[config.mk]
export PLATFORM = sky130hd
export DESIGN_NAME = pixel_kernel_sched
export DESIGN_NICKNAME = d
export VERILOG_FILES = /design/src/rtl/pixel_kernel_sched.sv
export SDC_FILE = /design/constraint.sdc
export NUM_CORES = 1
export LEC_CHECK = 0
export BUFFER_PORTS_ARGS = -buffer_cell sky130_fd_sc_hd__buf_4
export CAP_MARGIN = 20
export CORE_MARGIN = 2
export CORE_UTILIZATION = 35
export CTS_BUF_LIST = sky130_fd_sc_hd__clkbuf_4 sky130_fd_sc_hd__clkbuf_8
export CTS_CLUSTER_SIZE = 10
export DETAILED_ROUTE_END_ITERATION = 12
export GPL_TIMING_DRIVEN = 0
export SLEW_MARGIN = 20
export SYNTH_ARGS = -nofsm -noshare
export SYNTH_HDL_FRONTEND = slang
export SYNTH_SLANG_ARGS = --single-unit
[constraint.sdc]
create_clock -name clk -period 3.4 [get_ports clk]
set_input_delay 0.68 -clock clk [delete_from_list [all_inputs] [get_ports clk]]
set_output_delay 0.68 -clock clk [all_outputs]
set_load 0.02 [all_outputs]
[src/rtl/pixel_kernel_sched.sv]
// Pixel kernel scheduler.
// Walks N_PIXELS pixel FSMs one after another through a fixed schedule:
// a one-cycle start pulse, the local-integration timer, the adjacent-exchange
// timer, then a wait for the pixel's done level, guarded by a watchdog.
//
// Ports:
//   clk, reset         single clock, synchronous active-high reset
//   start, abort       run request (honoured in idle only) / synchronous abort
//   cfg_loc_max        local-timer length, latched when a run starts
//   cfg_adj_max        adjacent-timer length, latched when a run starts
//   pxl_done_i         per-pixel done levels; only the current pixel is looked at
//   pxl_start          one-hot start pulse to the current pixel
//   loc_timer_en/_max  local timer running / last local-timer cycle
//   adj_timer_en/_max  adjacent timer running / last adjacent-timer cycle
//   cur_pixel          index of the pixel being serviced
//   busy               scheduler not idle
//   kernel_done        one-cycle pulse once the last pixel completes
//   err_timeout        sticky watchdog error, cleared by the next start
module pixel_kernel_sched #(
  parameter int unsigned N_PIXELS = 4,
  parameter int unsigned CNT_W    = 10,
  parameter int unsigned TIMEOUT  = 1023
) (
  input  logic                clk,
  input  logic                reset,
  input  logic                start,
  input  logic                abort,
  input  logic [CNT_W-1:0]    cfg_loc_max,
  input  logic [CNT_W-1:0]    cfg_adj_max,
  input  logic [N_PIXELS-1:0] pxl_done_i,
  output logic [N_PIXELS-1:0] pxl_start,
  output logic                loc_timer_en,
  output logic                loc_timer_max,
  output logic                adj_timer_en,
  output logic                adj_timer_max,
  output logic [3:0]          cur_pixel,
  output logic                busy,
  output logic                kernel_done,
  output logic                err_timeout
);

  localparam int unsigned WdW = (TIMEOUT > 1) ? $clog2(TIMEOUT) : 1;

  typedef enum logic [2:0] {StIdle, StStart, StLoc, StAdj, StWait, StDone} state_e;

  state_e            state_q, state_d;
  logic [CNT_W-1:0]  cnt_q, cnt_d;
  logic [WdW-1:0]    wd_q, wd_d;
  logic [3:0]        cur_q, cur_d;
  logic [CNT_W-1:0]  loc_max_q, loc_max_d;
  logic [CNT_W-1:0]  adj_max_q, adj_max_d;
  logic              err_q, err_d;

  logic [N_PIXELS-1:0] cur_sel;
  logic                done_cur;
  logic                loc_last, adj_last, wd_last;

  // Decode the current pixel index once; drives both the start pulse and
  // the done select so other pixels' done bits never matter.
  always_comb begin
    for (int i = 0; i < N_PIXELS; i++) begin
      cur_sel[i] = (cur_q == 4'(i));
    end
  end

  assign done_cur = |(pxl_done_i & cur_sel);
  // Compare against max-1 rather than counting to max so max = all-ones
  // never needs a wider counter.
  assign loc_last = (cnt_q == loc_max_q - CNT_W'(1));
  assign adj_last = (cnt_q == adj_max_q - CNT_W'(1));
  assign wd_last  = (wd_q == WdW'(TIMEOUT - 1));

  always_comb begin
    state_d   = state_q;
    cnt_d     = cnt_q;
    wd_d      = '0;
    cur_d     = cur_q;
    loc_max_d = loc_max_q;
    adj_max_d = adj_max_q;
    err_d     = err_q;

    unique case (state_q)
      StIdle: begin
        if (start) begin
          loc_max_d = cfg_loc_max;
          adj_max_d = cfg_adj_max;
          err_d     = 1'b0;
          cur_d     = '0;
          state_d   = StStart;
        end
      end
      StStart: begin
        cnt_d = '0;
        if (loc_max_q != '0)      state_d = StLoc;
        else if (adj_max_q != '0) state_d = StAdj;
        else                      state_d = StWait;
      end
      StLoc: begin
        if (loc_last) begin
          cnt_d   = '0;
          state_d = (adj_max_q != '0) ? StAdj : StWait;
        end else begin
          cnt_d = cnt_q + CNT_W'(1);
        end
      end
      StAdj: begin
        if (adj_last) begin
          cnt_d   = '0;
          state_d = StWait;
        end else begin
          cnt_d = cnt_q + CNT_W'(1);
        end
      end
      StWait: begin
        // Done is checked first so it wins over a simultaneous timeout.
        if (done_cur) begin
          if (cur_q == 4'(N_PIXELS - 1)) begin
            state_d = StDone;
          end else begin
            cur_d   = cur_q + 4'd1;
            state_d = StStart;
          end
        end else if (wd_last) begin
          err_d   = 1'b1;
          state_d = StIdle;
        end else begin
          wd_d = wd_q + WdW'(1);
        end
      end
      StDone: state_d = StIdle;
      default: state_d = StIdle;
    endcase

    // Abort overrides everything, including a start seen in idle.
    if (abort) begin
      state_d   = StIdle;
      cnt_d     = '0;
      wd_d      = '0;
      cur_d     = cur_q;
      loc_max_d = loc_max_q;
      adj_max_d = adj_max_q;
      err_d     = err_q;
    end
  end

  always_ff @(posedge clk) begin
    if (reset) begin
      state_q   <= StIdle;
      cnt_q     <= '0;
      wd_q      <= '0;
      cur_q     <= '0;
      loc_max_q <= '0;
      adj_max_q <= '0;
      err_q     <= 1'b0;
    end else begin
      state_q   <= state_d;
      cnt_q     <= cnt_d;
      wd_q      <= wd_d;
      cur_q     <= cur_d;
      loc_max_q <= loc_max_d;
      adj_max_q <= adj_max_d;
      err_q     <= err_d;
    end
  end

  always_comb begin
    pxl_start     = (state_q == StStart) ? cur_sel : '0;
    loc_timer_en  = (state_q == StLoc);
    loc_timer_max = (state_q == StLoc) && loc_last;
    adj_timer_en  = (state_q == StAdj);
    adj_timer_max = (state_q == StAdj) && adj_last;
    busy          = (state_q != StIdle);
    kernel_done   = (state_q == StDone);
    cur_pixel     = cur_q;
    err_timeout   = err_q;
  end

endmodule

==> impl_metrics.xml <==
<?xml version="1.0" encoding="UTF-8"?>
<metrics>
  <group name="critical_path">
    <metric name="worstSetupPathType" unit="">reg2out</metric>
    <metric name="crit_path_end_kind" unit="">output pin</metric>
    <metric name="required_arrival_time_at_the_worst_endpoint" unit="ns">2.72</metric>
    <metric name="crit_fanout" unit="">6</metric>
    <metric name="timing.critical_path.from_type" unit="">register</metric>
    <metric name="timing.critical_path.arrival" unit="ns">2.55</metric>
  </group>
  <group name="synth">
    <metric name="syn-cell-area" unit="mm2">0.00298</metric>
    <metric name="synth_top_family_by_area" unit="">simple AND/OR/NAND/NOR gates</metric>
    <metric name="area_fraction_in_compound_gates_after_synthesis" unit="%">19.8</metric>
    <metric name="synth_cells" unit="">385</metric>
    <metric name="synth-edff-count" unit="">0</metric>
    <metric name="postSynthAreaPerCell" unit="um2">7.75</metric>
    <metric name="synth_adder_area_share" unit="%">3.77</metric>
    <metric name="synthesis_warning_total" unit="">0</metric>
    <metric name="synth.distinct_cells" unit="">64</metric>
    <metric name="yosys-mux-area-fraction" unit="%">1.05</metric>
    <metric name="yosys.area_share.simple" unit="%">28.5</metric>
    <metric name="synth.yosys.seq_area_share" unit="%">32.2</metric>
    <metric name="yosys.area_share.xor_xnor" unit="%">9.69</metric>
    <metric name="async_reset_ff_share" unit="%">0</metric>
    <metric name="postSynthNetCount" unit="">422</metric>
    <metric name="synthFlopType" unit="">sky130_fd_sc_hd__dfxtp_1</metric>
    <metric name="synth.ff_latch_count" unit="">48</metric>
  </group>
  <group name="sta">
    <metric name="setup_viol" unit="">0</metric>
    <metric name="period_utilisation_layout" unit="%">95.0</metric>
    <metric name="worst_tran_pin_value" unit="ns">0.881</metric>
    <metric name="slew_violations" unit="">0</metric>
    <metric name="hold_viol_final" unit="">0</metric>
    <metric name="slew_headroom" unit="%">41.1</metric>
    <metric name="fmaxAchievable" unit="MHz">310</metric>
    <metric name="fin_tns_setup" unit="ns">0</metric>
    <metric name="grt_setup_unrepaired" unit="">false</metric>
    <metric name="final_period_minus_worst_setup_slack" unit="ns">3.23</metric>
    <metric name="final.setup_skew" unit="ns">0.00608</metric>
    <metric name="fin_hold_ws" unit="ns">0.485</metric>
  </group>
  <group name="clock_network">
    <metric name="cts_tree" unit="">done</metric>
    <metric name="clk_sink_count" unit="">48</metric>
    <metric name="cts-htree-levels" unit="">2</metric>
    <metric name="clk_pin_slew_worst_paths" unit="ns">0.09</metric>
    <metric name="clock-root-buffer" unit="">sky130_fd_sc_hd__clkbuf_8</metric>
    <metric name="insertion_delay" unit="ns">0.31</metric>
    <metric name="numCtsBuffers" unit="">5</metric>
    <metric name="clock_path_buffers" unit="">2</metric>
    <metric name="post_cts_buffers" unit="">0</metric>
    <metric name="cts.hold.buffers_added" unit="">0</metric>
  </group>
  <group name="die">
    <metric name="chipHeight" unit="um">96.3</metric>
    <metric name="rows" unit="">33</metric>
    <metric name="top_level_ports" unit="">43</metric>
    <metric name="dieArea" unit="mm2">0.00928</metric>
    <metric name="floorplan.die.width" unit="um">96.3</metric>
    <metric name="initial_core_util" unit="%">36.1</metric>
    <metric name="placeableCoreArea" unit="mm2">0.00826</metric>
  </group>
  <group name="routing">
    <metric name="wl_per_cell" unit="um">13.8</metric>
    <metric name="detailed_router_iteration_count_before_antenna_repair" unit="">4</metric>
    <metric name="drtIter0Drc" unit="">113</metric>
    <metric name="via_per_inst" unit="">5.19</metric>
    <metric name="drt_wl_total" unit="um">7420</metric>
    <metric name="post-route-drc-count" unit="">0</metric>
    <metric name="detailroute.via_count" unit="">2790</metric>
    <metric name="ant_nets" unit="">0</metric>
  </group>
  <group name="placed_design">
    <metric name="cell_area_placed" unit="mm2">0.00342</metric>
    <metric name="place_congestion" unit="">0.851</metric>
    <metric name="place_hpwl" unit="um">5860</metric>
    <metric name="portBuffers" unit="">41</metric>
  </group>
  <group name="pwr">
    <metric name="pwr_density_cell" unit="mW/mm2">349</metric>
    <metric name="finalPower" unit="mW">1.24</metric>
    <metric name="leakage" unit="nW">1.41</metric>
    <metric name="ir_drop" unit="V">0.000214</metric>
  </group>
  <group name="cells_and_area">
    <metric name="insertedDiodeCount" unit="">0</metric>
    <metric name="final_cell_area" unit="mm2">0.00356</metric>
    <metric name="number_of_fill_cells" unit="">881</metric>
    <metric name="area_delta_synth_final" unit="%">19.2</metric>
    <metric name="num-nets-final" unit="">469</metric>
    <metric name="drive_gt1_share" unit="%">15.7</metric>
  </group>
  <group name="min_path">
    <metric name="min-delay-path-class" unit="">reg2reg</metric>
  </group>
  <group name="grt">
    <metric name="via_count_of_the_first_global_routing_pass" unit="">2611</metric>
    <metric name="antenna_violations_before_repair" unit="">0</metric>
    <metric name="aggregate_global_route_resource_usage" unit="%">16.8</metric>
    <metric name="grt_first_pass_wirelength" unit="um">12200</metric>
    <metric name="globalRoute.totalOverflow" unit="">0</metric>
    <metric name="grt_max_degree" unit="">17</metric>
  </group>
  <group name="outcome">
    <metric name="status" unit="">complete, no violations</metric>
  </group>
  <group name="run">
    <metric name="drv_cap" unit="">0</metric>
  </group>
</metrics>
==> cell type report <==
cell class	count	area, um2	area share, %
plain buffers	22	91.3	2.57
clock buffers	5	68.8	1.93
clock inverters	3	47.5	1.34
inverters	14	52.6	1.48
multi-input cells	300	1900	53.3
flip-flops and latches	48	961	27.0
well taps	105	131	3.69
repair buffers	41	308	8.65
==> worst max-delay path: stages, from the launching register on <==
cell                        delay (ns)
sky130_fd_sc_hd__dfxtp_1          0.37
sky130_fd_sc_hd__or4_1            0.56
sky130_fd_sc_hd__or2_4            0.27
sky130_fd_sc_hd__o41ai_4          0.30
sky130_fd_sc_hd__o2111ai_2        0.22
sky130_fd_sc_hd__nor4_1           0.32
sky130_fd_sc_hd__buf_4            0.20
==> path summary, 6_finish.rpt <==
check,from,depth (start not counted),to,slack [ns]
max,adj_max_q[0]$_SDFFE_PP0P_,6,adj_timer_max,0.17
max reg2reg,adj_max_q[0]$_SDFFE_PP0P_,7,cnt_q[2]$_SDFFE_PP0P_,0.71
min reg2reg,wd_q[0]$_SDFF_PP0_,1,wd_q[0]$_SDFF_PP0_,0.48
min,wd_q[0]$_SDFF_PP0_,1,wd_q[0]$_SDFF_PP0_,0.48
==> placed cells by master (no fill, tap or decap), types with 3 or more instances in the layout <==
cell / n
sky130_fd_sc_hd__a21oi_1: 29
sky130_fd_sc_hd__a22oi_1: 3
sky130_fd_sc_hd__and2_1: 5
sky130_fd_sc_hd__and3_1: 5
sky130_fd_sc_hd__and4_1: 4
sky130_fd_sc_hd__buf_4: 41
sky130_fd_sc_hd__clkbuf_1: 18
sky130_fd_sc_hd__clkbuf_8: 5
sky130_fd_sc_hd__dfxtp_1: 48
sky130_fd_sc_hd__ha_1: 9
sky130_fd_sc_hd__inv_1: 14
sky130_fd_sc_hd__nand2_1: 67
sky130_fd_sc_hd__nand2b_1: 8
sky130_fd_sc_hd__nand3_1: 9
sky130_fd_sc_hd__nor2_1: 37
sky130_fd_sc_hd__nor3_1: 14
sky130_fd_sc_hd__nor3b_1: 3
sky130_fd_sc_hd__nor4_1: 5
sky130_fd_sc_hd__o21ai_0: 6
sky130_fd_sc_hd__o2bb2ai_1: 4
sky130_fd_sc_hd__or3_1: 3
sky130_fd_sc_hd__or4_1: 3
sky130_fd_sc_hd__xnor2_1: 17
sky130_fd_sc_hd__xor2_1: 16
==> registers in the layout, indices dropped and copies added, names as in the netlist <==
signal / cells
cur_pixel: 4
cnt_q: 10
err_timeout: 1
adj_max_q: 10
wd_q: 10
state_q: 3
loc_max_q: 10
==> timing repair <==
item	4_1_cts	5_1_grt
hold endpoints to repair	0	0
endpoints found under the setup margin	1	2
resized for setup	1	3
==> layer usage <==
metal  up-vias  GRT usage [%]  share of wire (%)
li1       1438              -                  -
met1      1287           22.7                 48
met2        53           27.7                 45
met3        12           2.82                5.4
met4         0           4.23                1.4
met5         -              0                  0
==> cell families after synthesis <==
group	after synthesis
fa+ha+maj	9
compound gates	79
mux	3
buf+inv	37
simple gates	176
xor+xnor	33
flops	48
==> through the flow <==
stage / utilization [%] / setup slack (ns) / instances
floorplan: - / 0.206 / 385
global placement: 41.5 / 0.0376 / 531
detailed placement: 41.5 / 0.0610 / 531
CTS: 43.0 / 0.0406 / 539
global route: 43.1 / 0.00129 / 538
finish: 43.1 / 0.170 / 538
==> synthesized netlist by cell type (3+ instances only) <==
cell,n,share of area (%)
sky130_fd_sc_hd__a21oi_1,29,4.9
sky130_fd_sc_hd__a22oi_1,3,0.75
sky130_fd_sc_hd__and2_1,5,1.0
sky130_fd_sc_hd__and3_1,5,1.0
sky130_fd_sc_hd__and4_1,4,1.2
sky130_fd_sc_hd__clkbuf_1,20,2.5
sky130_fd_sc_hd__dfxtp_1,48,32
sky130_fd_sc_hd__ha_1,9,3.8
sky130_fd_sc_hd__inv_1,14,1.8
sky130_fd_sc_hd__nand2_1,67,8.4
sky130_fd_sc_hd__nand2b_1,8,1.7
sky130_fd_sc_hd__nand3_1,9,1.5
sky130_fd_sc_hd__nor2_1,37,4.7
sky130_fd_sc_hd__nor3_1,14,2.3
sky130_fd_sc_hd__nor3b_1,3,0.75
sky130_fd_sc_hd__nor4_1,5,1.0
sky130_fd_sc_hd__o21ai_0,6,1.0
sky130_fd_sc_hd__o2bb2ai_1,4,1.2
sky130_fd_sc_hd__or3_1,3,0.63
sky130_fd_sc_hd__or4_1,3,0.75
sky130_fd_sc_hd__xnor2_1,17,5.0
sky130_fd_sc_hd__xor2_1,16,4.7
==> power breakdown <==
part	total (mW)	switching, mW	leakage (nW)	internal [mW]
Sequential	0.596	0.0198	0.389	0.576
Combinational	0.221	0.123	0.960	0.0974
Clock	0.426	0.205	0.0583	0.222
Note: power is estimated with default switching activity, not from simulation.
